<file path="src/rtl/program_loader_if.sv">
// Byte link into the loader plus the instruction-memory write port it drives.
// Master is the host side (byte source, memory observer); slave is the loader.
interface program_loader_if;
    logic [7:0]  byte_in;
    logic        byte_valid;
    logic        byte_ready;
    logic [31:0] Instruction;
    logic        LoadInstructions;

    modport master (
        output byte_in,
        output byte_valid,
        input  byte_ready,
        input  Instruction,
        input  LoadInstructions
    );

    modport slave (
        input  byte_in,
        input  byte_valid,
        output byte_ready,
        output Instruction,
        output LoadInstructions
    );
endinterface

</file>
<file path="src/rtl/program_loader.sv">
// Boot loader: byte stream -> big-endian words -> instruction memory, then a CPU reset pulse.
// Latency: 4th byte of a word accepted at t gives LoadInstructions at t+1; next byte no earlier than t+2.
// Backpressure: byte_ready drops outside COUNT/RECV/CSUM; optional checksum byte via PROGRAM_LOADER_CSUM_EN.
module program_loader #(
    parameter int MAX_WORDS  = 64,
    parameter int RST_CYCLES = 4,
    parameter int TIMEOUT    = 1023
) (
    input  logic             clk,
    input  logic             Reset,
    input  logic             start,
    program_loader_if.slave  link,
    output logic             cpu_reset,
    output logic             busy,
    output logic             done,
    output logic             error,
    output logic [7:0]       words_loaded
);

    localparam int RW = (RST_CYCLES > 1) ? $clog2(RST_CYCLES) : 1;
    localparam int IW = $clog2(TIMEOUT + 1);

    typedef enum logic [3:0] {
        IDLE, CLEAR, COUNT, RECV, WRITE, BOOT, RUN, ERROR
`ifdef PROGRAM_LOADER_CSUM_EN
        , CSUM
`endif
    } state_t;

    state_t         state, nextState;
    logic [RW-1:0]  rstCnt;
    logic [IW-1:0]  idleCnt;
    logic [1:0]     byteCnt;
    logic [7:0]     numWords;
    logic [23:0]    shiftReg;
`ifdef PROGRAM_LOADER_CSUM_EN
    logic [7:0]     csumAcc;
`endif

    logic accept, rstDone, idleExpired, startOk;

    assign accept      = link.byte_valid && link.byte_ready;
    assign rstDone     = (rstCnt == RW'(RST_CYCLES - 1));
    // RECV is only ever reached after the count byte, so the idle timer always runs there.
    assign idleExpired = !accept && (idleCnt == IW'(TIMEOUT - 1));
    assign startOk     = start && (state == IDLE || state == RUN || state == ERROR);

    always_comb begin
        nextState = state;
        case (state)
            IDLE:  if (start) nextState = CLEAR;
            CLEAR: if (rstDone) nextState = COUNT;
            COUNT: if (accept)
                       nextState = (link.byte_in == 8'd0 || link.byte_in > 8'(MAX_WORDS)) ? ERROR : RECV;
            RECV:  if (accept && byteCnt == 2'd3) nextState = WRITE;
                   else if (idleExpired)          nextState = ERROR;
            WRITE: if (words_loaded == numWords)
`ifdef PROGRAM_LOADER_CSUM_EN
                       nextState = CSUM;
`else
                       nextState = BOOT;
`endif
                   else
                       nextState = RECV;
`ifdef PROGRAM_LOADER_CSUM_EN
            CSUM:  if (accept) nextState = (link.byte_in == csumAcc) ? BOOT : ERROR;
`endif
            BOOT:  if (rstDone) nextState = RUN;
            RUN:   if (start) nextState = CLEAR;
            ERROR: if (start) nextState = CLEAR;
            default: nextState = IDLE;
        endcase
    end

    always_ff @(posedge clk or negedge Reset) begin
        if (!Reset) begin
            state                 <= IDLE;
            rstCnt                <= '0;
            idleCnt               <= '0;
            byteCnt               <= '0;
            numWords              <= '0;
            shiftReg              <= '0;
`ifdef PROGRAM_LOADER_CSUM_EN
            csumAcc               <= '0;
`endif
            words_loaded          <= '0;
            link.Instruction      <= '0;
            link.LoadInstructions <= 1'b0;
            link.byte_ready       <= 1'b0;
            cpu_reset             <= 1'b1;
            busy                  <= 1'b0;
            done                  <= 1'b0;
            error                 <= 1'b0;
        end else begin
            state <= nextState;

            // Datapath follows the current state.
            if (startOk) begin
                rstCnt       <= '0;
                idleCnt      <= '0;
                byteCnt      <= '0;
                words_loaded <= '0;
`ifdef PROGRAM_LOADER_CSUM_EN
                csumAcc      <= '0;
`endif
            end
            case (state)
                CLEAR, BOOT: rstCnt <= rstDone ? '0 : rstCnt + RW'(1);
                COUNT: if (accept) begin
                    numWords <= link.byte_in;
                    idleCnt  <= '0;
                end
                RECV: if (accept) begin
                    shiftReg <= {shiftReg[15:0], link.byte_in};
                    byteCnt  <= byteCnt + 2'd1;
                    idleCnt  <= '0;
`ifdef PROGRAM_LOADER_CSUM_EN
                    csumAcc  <= csumAcc ^ link.byte_in;
`endif
                    if (byteCnt == 2'd3) begin
                        link.Instruction <= {shiftReg, link.byte_in};
                        words_loaded     <= words_loaded + 8'd1;
                    end
                end else begin
                    idleCnt <= idleCnt + IW'(1);
                end
                default: ;
            endcase

            // Outputs are registered images of the state being entered.
            link.byte_ready       <= 1'b0;
            link.LoadInstructions <= 1'b0;
            cpu_reset             <= 1'b0;
            busy                  <= 1'b0;
            done                  <= 1'b0;
            error                 <= 1'b0;
            case (nextState)
                IDLE:  cpu_reset <= 1'b1;
                CLEAR: begin cpu_reset <= 1'b1; busy <= 1'b1; end
                COUNT, RECV: begin link.byte_ready <= 1'b1; busy <= 1'b1; end
`ifdef PROGRAM_LOADER_CSUM_EN
                CSUM:  begin link.byte_ready <= 1'b1; busy <= 1'b1; end
`endif
                WRITE: begin link.LoadInstructions <= 1'b1; busy <= 1'b1; end
                BOOT:  begin cpu_reset <= 1'b1; busy <= 1'b1; end
                RUN:   done <= 1'b1;
                ERROR: begin cpu_reset <= 1'b1; error <= 1'b1; end
                default: cpu_reset <= 1'b1;
            endcase
        end
    end

endmodule
</file>
<file path="src/flat_wrapper.sv">
// flat-port wrapper written by rule: the top's interface ports become plain ports
module program_loader_flat 
#(
    parameter int MAX_WORDS  = 64,
    parameter int RST_CYCLES = 4,
    parameter int TIMEOUT    = 1023
)
  (clk, Reset, start, cpu_reset, busy, done, error, words_loaded, link_byte_in, link_byte_valid, link_byte_ready, link_Instruction, link_LoadInstructions);
  program_loader_if link_i ();
  input  logic clk;
  input  logic Reset;
  input  logic start;
  output logic cpu_reset;
  output logic busy;
  output logic done;
  output logic error;
  output logic [7:0] words_loaded;
  input wire logic [$bits(link_i.byte_in)-1:0] link_byte_in;
  input wire logic [$bits(link_i.byte_valid)-1:0] link_byte_valid;
  output wire logic [$bits(link_i.byte_ready)-1:0] link_byte_ready;
  output wire logic [$bits(link_i.Instruction)-1:0] link_Instruction;
  output wire logic [$bits(link_i.LoadInstructions)-1:0] link_LoadInstructions;
  assign link_i.byte_in = link_byte_in;
  assign link_i.byte_valid = link_byte_valid;
  assign link_byte_ready = link_i.byte_ready;
  assign link_Instruction = link_i.Instruction;
  assign link_LoadInstructions = link_i.LoadInstructions;
  program_loader #(.MAX_WORDS(MAX_WORDS), .RST_CYCLES(RST_CYCLES), .TIMEOUT(TIMEOUT)) u_core (.clk(clk), .Reset(Reset), .start(start), .link(link_i), .cpu_reset(cpu_reset), .busy(busy), .done(done), .error(error), .words_loaded(words_loaded));
endmodule
</file>
<file path="config.mk">
export PLATFORM = sky130hd
export DESIGN_NAME = program_loader_flat
export DESIGN_NICKNAME = d
export VERILOG_FILES = /design/src/rtl/program_loader_if.sv /design/src/rtl/program_loader.sv /design/src/flat_wrapper.sv
export SDC_FILE = /design/constraint.sdc
export NUM_CORES = 1
export LEC_CHECK = 0
export BUFFER_PORTS_ARGS = -buffer_cell sky130_fd_sc_hd__buf_2
export CORE_MARGIN = 2
export CORE_UTILIZATION = 40
export DETAILED_ROUTE_END_ITERATION = 10
export GPL_TIMING_DRIVEN = 0
export SLEW_MARGIN = 0
export SYNTH_ARGS = -nofsm -noshare
export SYNTH_HDL_FRONTEND = slang
export SYNTH_SLANG_ARGS = --single-unit
</file>
<file path="constraint.sdc">
create_clock -name clk -period 2.43 [get_ports clk]
set_input_delay 0.3645 -clock clk [delete_from_list [all_inputs] [get_ports clk]]
set_output_delay 0.3645 -clock clk [all_outputs]
set_load 0.02 [all_outputs]
</file>
==> results.yml <==
global_routing:
  grt_pass1_wl_mm: 13.7
  grt_use_total_pct: 15.5
  antenna_found_initial: 0
  grt-ovfl-total: 0
  grt_max_degree: 50
  grt_pass1_vias: 2749
clocking:
  cts.sinks: 96
  htreeDepth: 3
  cts_tree: "built"
  cts_made_buffers: 9
  hold_buffers: 0
  cts_resized: 0
  clkLatencyLatePin_ns: 0.36
  clockBufferDepth: 2
  postCtsSetupBuffers: 0
  cts.reportedPaths.clkPinSlew_ns: 0.09
  clockRootBuffer: "clkbuf_8"
yosys:
  synth-edff-count: 0
  syn-cell-area_sq_um: 4130
  synth_warnings: 0
  netlist-cell-type-count: 46
  syn_inst: 322
  ys_ff_latch: 96
  ys_seq_area_share_pct: 58.3
  ys.flop_type: "dfrtp_1"
  synth_area_per_cell_sq_um: 12.8
  synth_nets: 339
  synthArstFlopShare_pct: 100
floorplanning:
  die_w_um: 106
  coreArea_sq_um: 10200
  die_area_sq_um: 11100
  ioPinCount: 58
  row_count: 37
  initial_core_util_pct: 40.5
  die_y_um: 106
sta:
  setup_viol: 0
  max_freq_mhz: 450
  min_period_ns: 2.22
  finalClockSkew_ns: 0.0142
  rsz0062_at_grt: "false"
  slew_headroom_pct: 48.3
  hold_violations: 0
  setup_tns_ns: 0
  tightest_slew_ns: 0.772
  finalCritPeriodShare_pct: 91.5
  hold_ws_ns: 0.0158
  maxSlewViolCount: 0
route:
  drt-total-wl_mm: 8.12
  wl_per_cell_um: 15.3
  firstDrtPassIters: 5
  drt-vias-per-instance: 5.17
  ant_nets: 0
  num_vias: 2748
  drt-initial-drc-count: 126
  drc: 0
critical_path:
  path_class: "flop to flop"
  cp-start-kind: "flop"
  critPathMostFrequentCell: "buf_2"
  cpMaxStageDelayCell: "nor2_1"
  cp.buffers_inverters: 2
  cp_top_family: "simple AND/OR/NAND/NOR gates"
  cp.arrival_ns: 2.47
  cp.required_ns: 2.68
  critPathMaxStageDelay_ns: 0.56
  crit_fanout: 10
  path_cells: "buf_2, nand4bb_1, nor2_1, buf_2, mux2_2"
  end_kind: "flop"
cells_and_area:
  syn_to_final_growth_pct: 16.3
  drive_gt1_share_pct: 38.9
  layout_common_cells: "dfrtp_1 (95), mux2_2 (64), buf_2 (61)"
  n_antenna_cell: 0
  nets: 408
  layout_commonest_cell: "dfrtp_1"
run:
  drv_cap: 0
hold_path:
  worstHoldPathType: "input pin to async pin"
placed_design:
  gp_congestion: 0.802
  dp_hpwl_mm: 5.79
  portBuffers: 57
pwr:
  pwr-share-comb_pct: 8.8
  p_clk_share_pct: 33.8
  power.density_nw_per_um2: 608
  power_leakage_nw: 2.53
  power.share.sequential_pct: 57.3
  p_sw_uw: 766
  switching_share_pct: 26.2
  power.internal_mw: 2.15
  ir_worst_vdd_mv: 0.374
status:
  outcome: "completed"
-- kinds of logic after synthesis --
group           share of synthesized area (%)
mux                                      17.7
flops                                    58.3
xor+xnor                                 1.91
compound gates                           8.07
buf+inv                                  1.97
other cells                            0.0909
simple gates                             10.5
fa+ha+maj                                1.52
-- stage by stage --
| step | std cells | cell area, sq um | setup WS [ns] | total power, mW | util [%] |
|---|---|---|---|---|---|
| final | 532 | 4800 | 0.206 | 2.92 | 47.1 |
| after CTS | 532 | 4800 | 0.199 | 2.96 | 47.1 |
| after detailed placement | 516 | 4610 | 0.198 | 1.97 | 45.3 |
| after global placement | 515 | 4580 | 0.0368 | 1.95 | 45.0 |
| after floorplan | 322 | 4130 | 0.641 | 1.86 | - |
| after global routing | 532 | 4800 | 0.109 | 3.06 | 47.1 |
-- Yosys cell counts (5+ instances only) --
cell      n  share of area (%)
dfrtp_1  95                 58
mux2_2   64                 17
o21ai_0  24                2.9
nand2_1  20                1.8
nand3_1  13                1.6
nor2_1   11                1.0
xor2_1    8                1.7
nand4_1   6               0.91
and3_1    5               0.76
buf_2     5               0.61
ha_1      5                1.5
inv_1     5               0.46
o31ai_1   5               0.91
-- worst reg2reg max path, cell delays in order, from the launching register on --
cell and delay, ns:
dfrtp_1 0.37, buf_2 0.17, nand4bb_1 0.25, nor2_1 0.56
buf_2 0.40, mux2_2 0.37
-- power by group through the flow --
| stage | Clock [mW] | Combinational [mW] | Sequential (mW) |
|---|---|---|---|
| finish | 0.987 | 0.258 | 1.67 |
| global route | 1.08 | 0.292 | 1.68 |
| CTS | 1.03 | 0.264 | 1.67 |
| detailed placement | 0 | 0.263 | 1.71 |
| global placement | 0 | 0.252 | 1.70 |
| floorplan | 0 | 0.148 | 1.71 |
-- registers in the layout, summed over array words and instances (netlist names), 2 cells and up --
signal / count
u_core.idleCnt: 10
u_core.numWords: 8
u_core.words_loaded: 8
u_core.byteCnt: 2
u_core.rstCnt: 2
u_core.state: 4
u_core.shiftReg: 24
u_core.link.Instruction: 32
-- metal layers --
metal | GRT usage [%] | vias to the layer above | part of all wire, % | routed length [um]
met1 | 21.6 | 1381 | 47 | 3850
met5 | 0 | - | 0 | 0
met2 | 24.2 | 52 | 47 | 3830
met3 | 3.28 | 9 | 4.4 | 357
met4 | 5.55 | 0 | 1.1 | 86
li1 | - | 1306 | - | -
-- layout make-up --
| type | instances | area, sq um |
|---|---|---|
| Inverter | 6 | 22.5 |
| Multi-Input combinational cell | 208 | 1640 |
| Clock inverter | 6 | 51.3 |
| Timing Repair Buffer | 58 | 315 |
| Clock buffer | 10 | 138 |
| Fill cell | 963 | 5390 |
| Tap cell | 136 | 170 |
| Sequential cell | 96 | 2400 |
| Buffer | 12 | 58.8 |
-- final timing paths --
| kind | to | from | slack [ns] | cells after the start |
|---|---|---|---|---|
| max | u_core.shiftReg[17]$_DFFE_PN0P_ | u_core.state[3]$_DFF_PN0_ | 0.21 | 5 |
| min | u_core.busy$_DFF_PN0_ | Reset | 0.02 | 1 |
| max reg2reg | u_core.shiftReg[17]$_DFFE_PN0P_ | u_core.state[3]$_DFF_PN0_ | 0.21 | 5 |
| min reg2reg | u_core.rstCnt[0]$_DFFE_PN0P_ | u_core.rstCnt[0]$_DFFE_PN0P_ | 0.50 | 1 |
| max in group asynchronous | u_core.cpu_reset$_DFF_PN1_ | Reset | 1.74 | 2 |
| min in group clk | u_core.link.Instruction[0]$_DFFE_PN0P_ | link_byte_in[0] | 0.30 | 2 |
Power figures use the tool's default switching activity.
